--- src/rtl/stk_pkg.sv ---
// stk_pkg: shared opcode encoding, FSM states and per-opcode stack requirements
// for the stk_exec Forth primitive executor.
package stk_pkg;

    // 4-bit primitive opcodes. B is MUL only when STK_MUL_EN is defined;
    // C..F are always illegal.
    typedef enum logic [3:0] {
        OP_NOP  = 4'h0,
        OP_LIT  = 4'h1,
        OP_DUP  = 4'h2,
        OP_DROP = 4'h3,
        OP_SWAP = 4'h4,
        OP_OVER = 4'h5,
        OP_ADD  = 4'h6,
        OP_SUB  = 4'h7,
        OP_AND  = 4'h8,
        OP_OR   = 4'h9,
        OP_XOR  = 4'hA,
        OP_MUL  = 4'hB
    } op_e;

    // SWP: second cycle of SWAP (push saved TOS). MULW: product write-back.
    typedef enum logic [1:0] {
        IDLE = 2'd0,
        SWP  = 2'd1,
        MULW = 2'd2
    } state_e;

    // Minimum item count (TOS included) an opcode needs before it may run.
    function automatic logic [1:0] op_need(input logic [3:0] op);
        logic [1:0] n;
        n = 2'd0;
        case (op)
            OP_DUP, OP_DROP: n = 2'd1;
            OP_SWAP, OP_OVER, OP_ADD, OP_SUB,
            OP_AND, OP_OR, OP_XOR, OP_MUL: n = 2'd2;
            default: n = 2'd0;
        endcase
        return n;
    endfunction

    // Opcodes whose net effect adds one item; these are refused when full.
    function automatic logic op_grows(input logic [3:0] op);
        return (op == OP_LIT) || (op == OP_DUP) || (op == OP_OVER);
    endfunction

endpackage

--- src/rtl/stk_alu.sv ---
// stk_alu: combinational two-operand ALU for the binary stack primitives.
// a is NOS, b is TOS; SUB yields a - b. Arithmetic wraps modulo 2^DSZ.
module stk_alu
    import stk_pkg::*;
#(
    parameter int DSZ = 32
) (
    input  logic [DSZ-1:0] a,
    input  logic [DSZ-1:0] b,
    input  logic [3:0]     op,
    output logic [DSZ-1:0] result
);

    // Select the operation; non-ALU opcodes give zero (the executor ignores it).
    always_comb begin
        result = '0;
        case (op)
            OP_ADD:  result = a + b;
            OP_SUB:  result = a - b;
            OP_AND:  result = a & b;
            OP_OR:   result = a | b;
            OP_XOR:  result = a ^ b;
            default: result = '0;
        endcase
    end

endmodule

--- src/rtl/stk_exec.sv ---
// stk_exec: Forth primitive executor in front of the data stack block.
// TOS lives here; NOS and deeper cells live downstream behind ss_push/ss_pop.
// Handshake: an opcode is taken on a rising edge where op_valid && op_ready;
// op and lit are sampled on that edge. op_ready is high only in IDLE and
// op_valid may be held or dropped freely while op_ready is low.
// Optional feature macro: STK_MUL_EN (opcode B = two-cycle MUL).
module stk_exec
    import stk_pkg::*;
#(
    parameter int DEPTH = 16,
    parameter int DSZ   = 32
) (
    input  logic                         clk,
    input  logic                         rst_n,
    input  logic                         op_valid,
    output logic                         op_ready,
    input  logic [3:0]                   op,
    input  logic [DSZ-1:0]               lit,
    output logic [DSZ-1:0]               tos,
    output logic [$clog2(DEPTH+2)-1:0]   depth,
    output logic                         ss_push,
    output logic                         ss_pop,
    output logic [DSZ-1:0]               ss_vi,
    input  logic [DSZ-1:0]               ss_s0,
    output logic                         err_uf,
    output logic                         err_of,
    output logic                         err_ill
);

    localparam int DW = $clog2(DEPTH + 2);
    localparam logic [DW-1:0] DEPTH_MAX = DW'(DEPTH + 1);
    localparam logic [DW-1:0] ONE       = DW'(1);
    localparam logic [DW-1:0] TWO       = DW'(2);

    state_e         state_q, state_d;
    logic [DSZ-1:0] tos_q, tos_d;
    logic [DSZ-1:0] tmp_q, tmp_d;
    logic [DW-1:0]  depth_q, depth_d;
    logic           err_uf_q, err_uf_d;
    logic           err_of_q, err_of_d;
    logic           err_ill_q, err_ill_d;
    logic [DSZ-1:0] alu_res;
    logic           illegal;
`ifdef STK_MUL_EN
    logic [DSZ-1:0] prod_q, prod_d;
`endif

    stk_alu #(.DSZ(DSZ)) u_alu (
        .a      (ss_s0),
        .b      (tos_q),
        .op     (op),
        .result (alu_res)
    );

    // Opcodes above the implemented range are illegal.
`ifdef STK_MUL_EN
    assign illegal = (op > OP_MUL);
`else
    assign illegal = (op > OP_XOR);
`endif

    // State register; reset also drops any half-finished SWAP/MUL.
    always_ff @(posedge clk or negedge rst_n) begin
        if (!rst_n) begin
            state_q   <= IDLE;
            tos_q     <= '0;
            tmp_q     <= '0;
            depth_q   <= '0;
            err_uf_q  <= 1'b0;
            err_of_q  <= 1'b0;
            err_ill_q <= 1'b0;
        end else begin
            state_q   <= state_d;
            tos_q     <= tos_d;
            tmp_q     <= tmp_d;
            depth_q   <= depth_d;
            err_uf_q  <= err_uf_d;
            err_of_q  <= err_of_d;
            err_ill_q <= err_ill_d;
        end
    end

`ifdef STK_MUL_EN
    // Product register between the MUL issue cycle and the write-back cycle.
    always_ff @(posedge clk or negedge rst_n) begin
        if (!rst_n) prod_q <= '0;
        else        prod_q <= prod_d;
    end
`endif

    // Next-state, stack strobes and error detection. Strobes are issued in the
    // accept cycle; at most one of push/pop is raised in any branch.
    always_comb begin
        state_d   = state_q;
        tos_d     = tos_q;
        tmp_d     = tmp_q;
        depth_d   = depth_q;
        err_uf_d  = err_uf_q;
        err_of_d  = err_of_q;
        err_ill_d = err_ill_q;
        ss_push   = 1'b0;
        ss_pop    = 1'b0;
        ss_vi     = tos_q;
        op_ready  = (state_q == IDLE);
`ifdef STK_MUL_EN
        prod_d    = prod_q;
`endif
        case (state_q)
            IDLE: begin
                if (op_valid) begin
                    if (illegal) begin
                        err_ill_d = 1'b1;
                    end else if (depth_q < DW'(op_need(op))) begin
                        err_uf_d = 1'b1;
                    end else if (op_grows(op) && (depth_q == DEPTH_MAX)) begin
                        err_of_d = 1'b1;
                    end else begin
                        case (op)
                            OP_LIT: begin
                                // An empty executor has no TOS worth saving.
                                ss_push = (depth_q != '0);
                                tos_d   = lit;
                                depth_d = depth_q + ONE;
                            end
                            OP_DUP: begin
                                ss_push = 1'b1;
                                depth_d = depth_q + ONE;
                            end
                            OP_DROP: begin
                                // With only TOS present the stack block is empty.
                                if (depth_q >= TWO) begin
                                    ss_pop = 1'b1;
                                    tos_d  = ss_s0;
                                end else begin
                                    tos_d  = '0;
                                end
                                depth_d = depth_q - ONE;
                            end
                            OP_SWAP: begin
                                ss_pop  = 1'b1;
                                tos_d   = ss_s0;
                                tmp_d   = tos_q;
                                state_d = SWP;
                            end
                            OP_OVER: begin
                                ss_push = 1'b1;
                                tos_d   = ss_s0;
                                depth_d = depth_q + ONE;
                            end
                            OP_ADD, OP_SUB, OP_AND, OP_OR, OP_XOR: begin
                                ss_pop  = 1'b1;
                                tos_d   = alu_res;
                                depth_d = depth_q - ONE;
                            end
`ifdef STK_MUL_EN
                            OP_MUL: begin
                                ss_pop  = 1'b1;
                                prod_d  = ss_s0 * tos_q;
                                depth_d = depth_q - ONE;
                                state_d = MULW;
                            end
`endif
                            default: ;
                        endcase
                    end
                end
            end
            SWP: begin
                ss_push = 1'b1;
                ss_vi   = tmp_q;
                state_d = IDLE;
            end
`ifdef STK_MUL_EN
            MULW: begin
                tos_d   = prod_q;
                state_d = IDLE;
            end
`endif
            default: state_d = IDLE;
        endcase
    end

    assign tos     = tos_q;
    assign depth   = depth_q;
    assign err_uf  = err_uf_q;
    assign err_of  = err_of_q;
    assign err_ill = err_ill_q;

endmodule

--- config.mk ---
export PLATFORM = sky130hd
export DESIGN_NAME = stk_exec
export DESIGN_NICKNAME = d
export VERILOG_FILES = /design/src/rtl/stk_pkg.sv /design/src/rtl/stk_alu.sv /design/src/rtl/stk_exec.sv
export SDC_FILE = /design/constraint.sdc
export NUM_CORES = 1
export LEC_CHECK = 0
export CAP_MARGIN = 20
export CORE_UTILIZATION = 50
export DETAILED_ROUTE_END_ITERATION = 8
export DONT_BUFFER_PORTS = 1
export GPL_ROUTABILITY_DRIVEN = 1
export PLACE_DENSITY = 0.68
export SYNTH_ARGS = -nofsm -noshare
export SYNTH_HDL_FRONTEND = slang
export SYNTH_HIERARCHICAL = 1
export SYNTH_SLANG_ARGS = --single-unit
--- constraint.sdc ---
create_clock -name clk -period 7.33 [get_ports clk]
set_input_delay 0.3665 -clock clk [delete_from_list [all_inputs] [get_ports clk]]
set_output_delay 0.3665 -clock clk [all_outputs]
set_load 0.01 [all_outputs]
==> summary.txt <==
outcome: finished, final reports clean
Cell Chain, Critical Path: or4_4, or3_4, or3_4, or3_4, o31ai_1, xnor2_1, ha_1, a21oi_1, o21ai_0, a21oi_1, o21ai_0, a221o_1, a31oi_1, xor2_1, o221ai_1, a222oi_1, a21oi_1
Via Count: 6901
routability cong.: 0.899
syn nets: 1077
Row Count: 45
H-tree lvl count: 3
starting density of the core: 52.0%
Yosys reg bits: 73
initial antenna violation count: 0
Syn Inst Count: 900
DP HPWL: 15500 µm
Arr. time, crit path: 5.40 ns
crit path kind: reg -> reg
skew final: 0.00698 ns
Critical-path top delay cell: or4_4
fmax: 192 MHz
top fanout value on the critical path: 9
Root Driver: clkbuf_16
share of cells above drive strength 1: 12.3%
dominant cell type by area after synthesis: dfrtp_1
Non-Filler Instances: 1090
Worst path max stage delay: 0.59 ns
average size of a mapped cell: 8.87 µm²
pin count of the biggest net entering global routing: 74
Post-synth top flop: dfrtp_1
RSZ-0062 raised after global routing: false
final-stage net count: 1052
Final Hold Fails: 0
initial drt markers: 550
count of cell types in the netlist: 69
CP Capture Type: flop
post-CTS sizing: 0
Vias/cell: 6.33
Slew Limit Fails: 0
Post-CTS Setup Inserts: 0
TritonCTS Sinks: 73
Top Family by Delay on Critical Path: compound AO/OA/AOI/OAI gates
top-count cell post-synth: ha_1
all-layer global routing usage: 27.6%
later-pin clock latency in the skew report: 0.35 ns
DRT Pass-1 Iters: 9
count of hold-fix buffers inserted at cts: 2
CP Buf/Inv Count: 0
Max Cap Violations: 0
final WL: 22100 µm
Synth async-reset ratio: 100%
Overflow after GRT: 0
Post-synth EDFFs: 0
fin crit share: 70.9%
measured slew at the worst slew-check pin: 0.912 ns
Leakage: 3.77 nW
Sum Neg Setup Slack: 0 ns
# IOs: 146
Die H: 128 µm
Inst Count DP: 1073
PwrDens: 384 nW/µm²
Core Footprint: 15400 µm²
number of inserted diodes: 0
CTS tree: done
Die Width: 128 µm
Hold WC Path Type: in -> reg
final setup fails: 0
peak supply drop: 0.192 mV
most common library cells after synthesis: ha_1 (104), inv_1 (78), dfrtp_1 (73)
Num CTS Buffers: 9
Worst Setup Start Kind: flop
clk slew on worst S/H paths: 0.06 ns
Total Die Area: 16500 µm²
share of the synthesized area in the top cell type: 22.9%
WL per Instance: 20.3 µm
detailed-route DRC error count: 0
Final ANT Viol Nets: 0
port bufs: 0
sequential fraction of the synthesis area: 22.9%
first-pass GRT wire length: 35700 µm
Max clock buf depth: 2
Synth area leaders: dfrtp_1 (23%), ha_1 (16%), xnor2_1 (5.5%), mux2_4 (5.5%), mux2_2 (5.2%)
CP required: 7.53 ns
fin crit period: 5.20 ns
Yosys warning total: 6
Mapped Area: 7990 µm²
Layout Area Growth over Synthesis: 5.98%
vias in the first global route: 6696
Slew HR: 39.0%
[worst paths after layout]
check / startpoint / to / slack, ns / cells after the start
max reg2reg: tos[16] / tos[30] / 2.13 / 17
min in group asynchronous: rst_n / tos[31] / 0.60 / 2
min: op_valid / err_ill / 0.15 / 2
max: tos[16] / tos[30] / 2.13 / 17
min reg2reg: tmp_q[4] / tmp_q[4] / 0.50 / 1
max in group asynchronous: rst_n / tmp_q[5] / 6.36 / 2
[metal layers]
metal | vias to the layer above | wire (µm) | global-route usage (%)
met5 | - | 0 | 0
met4 | 0 | 492 | 10.4
met3 | 31 | 1610 | 6.65
met2 | 237 | 10100 | 43.7
met1 | 3327 | 9970 | 36.4
li1 | 3306 | - | -
[through the flow]
| step | utilization (%) | hold WS, ns | cell area (µm²) | setup slack [ns] | power, mW |
|---|---|---|---|---|---|
| CTS | 55.1 | 0.146 | 8460 | 2.13 | 3.24 |
| global placement | 52.9 | 0.0732 | 8130 | 2.29 | 2.73 |
| detailed placement | 52.9 | 0.0733 | 8130 | 2.19 | 2.76 |
| finish | 55.1 | 0.153 | 8460 | 2.13 | 3.25 |
| floorplan | - | 0.0709 | 7990 | 2.53 | 2.35 |
| global route | 55.1 | 0.147 | 8460 | 1.76 | 3.53 |
[placed cells by master (no fill, tap or decap), types with 32 or more instances in the layout]
cell type	Yosys	layout
a21oi_1	72	72
inv_1	78	78
nand2_1	43	43
mux2_2	37	37
ha_1	104	104
dfrtp_1	73	72
nor2_1	67	67
a222oi_1	32	32
o21ai_0	50	50
xnor2_1	50	50
[power by group]
group | internal, mW | leakage, nW | switching (mW)
combinational | 0.835 | 2.76 | 1.01
sequential | 0.593 | 0.863 | 0.351
clock | 0.279 | 0.148 | 0.178
total | 1.71 | 3.77 | 1.54
[cell type report]
class,count,area [µm²]
tap,211,264
clock inverter,3,40.0
fill,1385,6910
clock buffer,12,256
sequential,73,1830
inverter,78,293
multi-input combinational,701,5670
timing repair buffer,12,113
[state kept, by name (all words and copies together) (netlist names)]
name	count
err_ill	1
state_q	1
tmp_q	32
err_of	1
err_uf	1
tos	32
depth	5
[logic make-up (layout without fill, tap and decap cells)]
group                    Yosys count  in the layout  synth area share [%]
AO/OA/AOI/OAI                    279            279                  24.7
adder cells (fa/ha/maj)          106            106                  16.8
multiplexers                      68             68                  10.9
flip-flops                        73             73                  22.9
buffers and inverters            126            105                  6.31
AND/OR/NAND/NOR                  188            188                  11.8
XOR/XNOR                          60             60                  6.58
[worst reg2reg max path: stages, from the launching register on]
cell      delay (ns)
dfrtp_1         0.48
or4_4           0.59
or3_4           0.35
or3_4           0.34
or3_4           0.42
o31ai_1         0.25
xnor2_1         0.17
ha_1            0.36
a21oi_1         0.32
o21ai_0         0.18
a21oi_1         0.17
o21ai_0         0.09
a221o_1         0.36
a31oi_1         0.19
xor2_1          0.20
o221ai_1        0.14
a222oi_1        0.34
a21oi_1         0.11
Note: power is estimated with default switching activity, not from simulation.
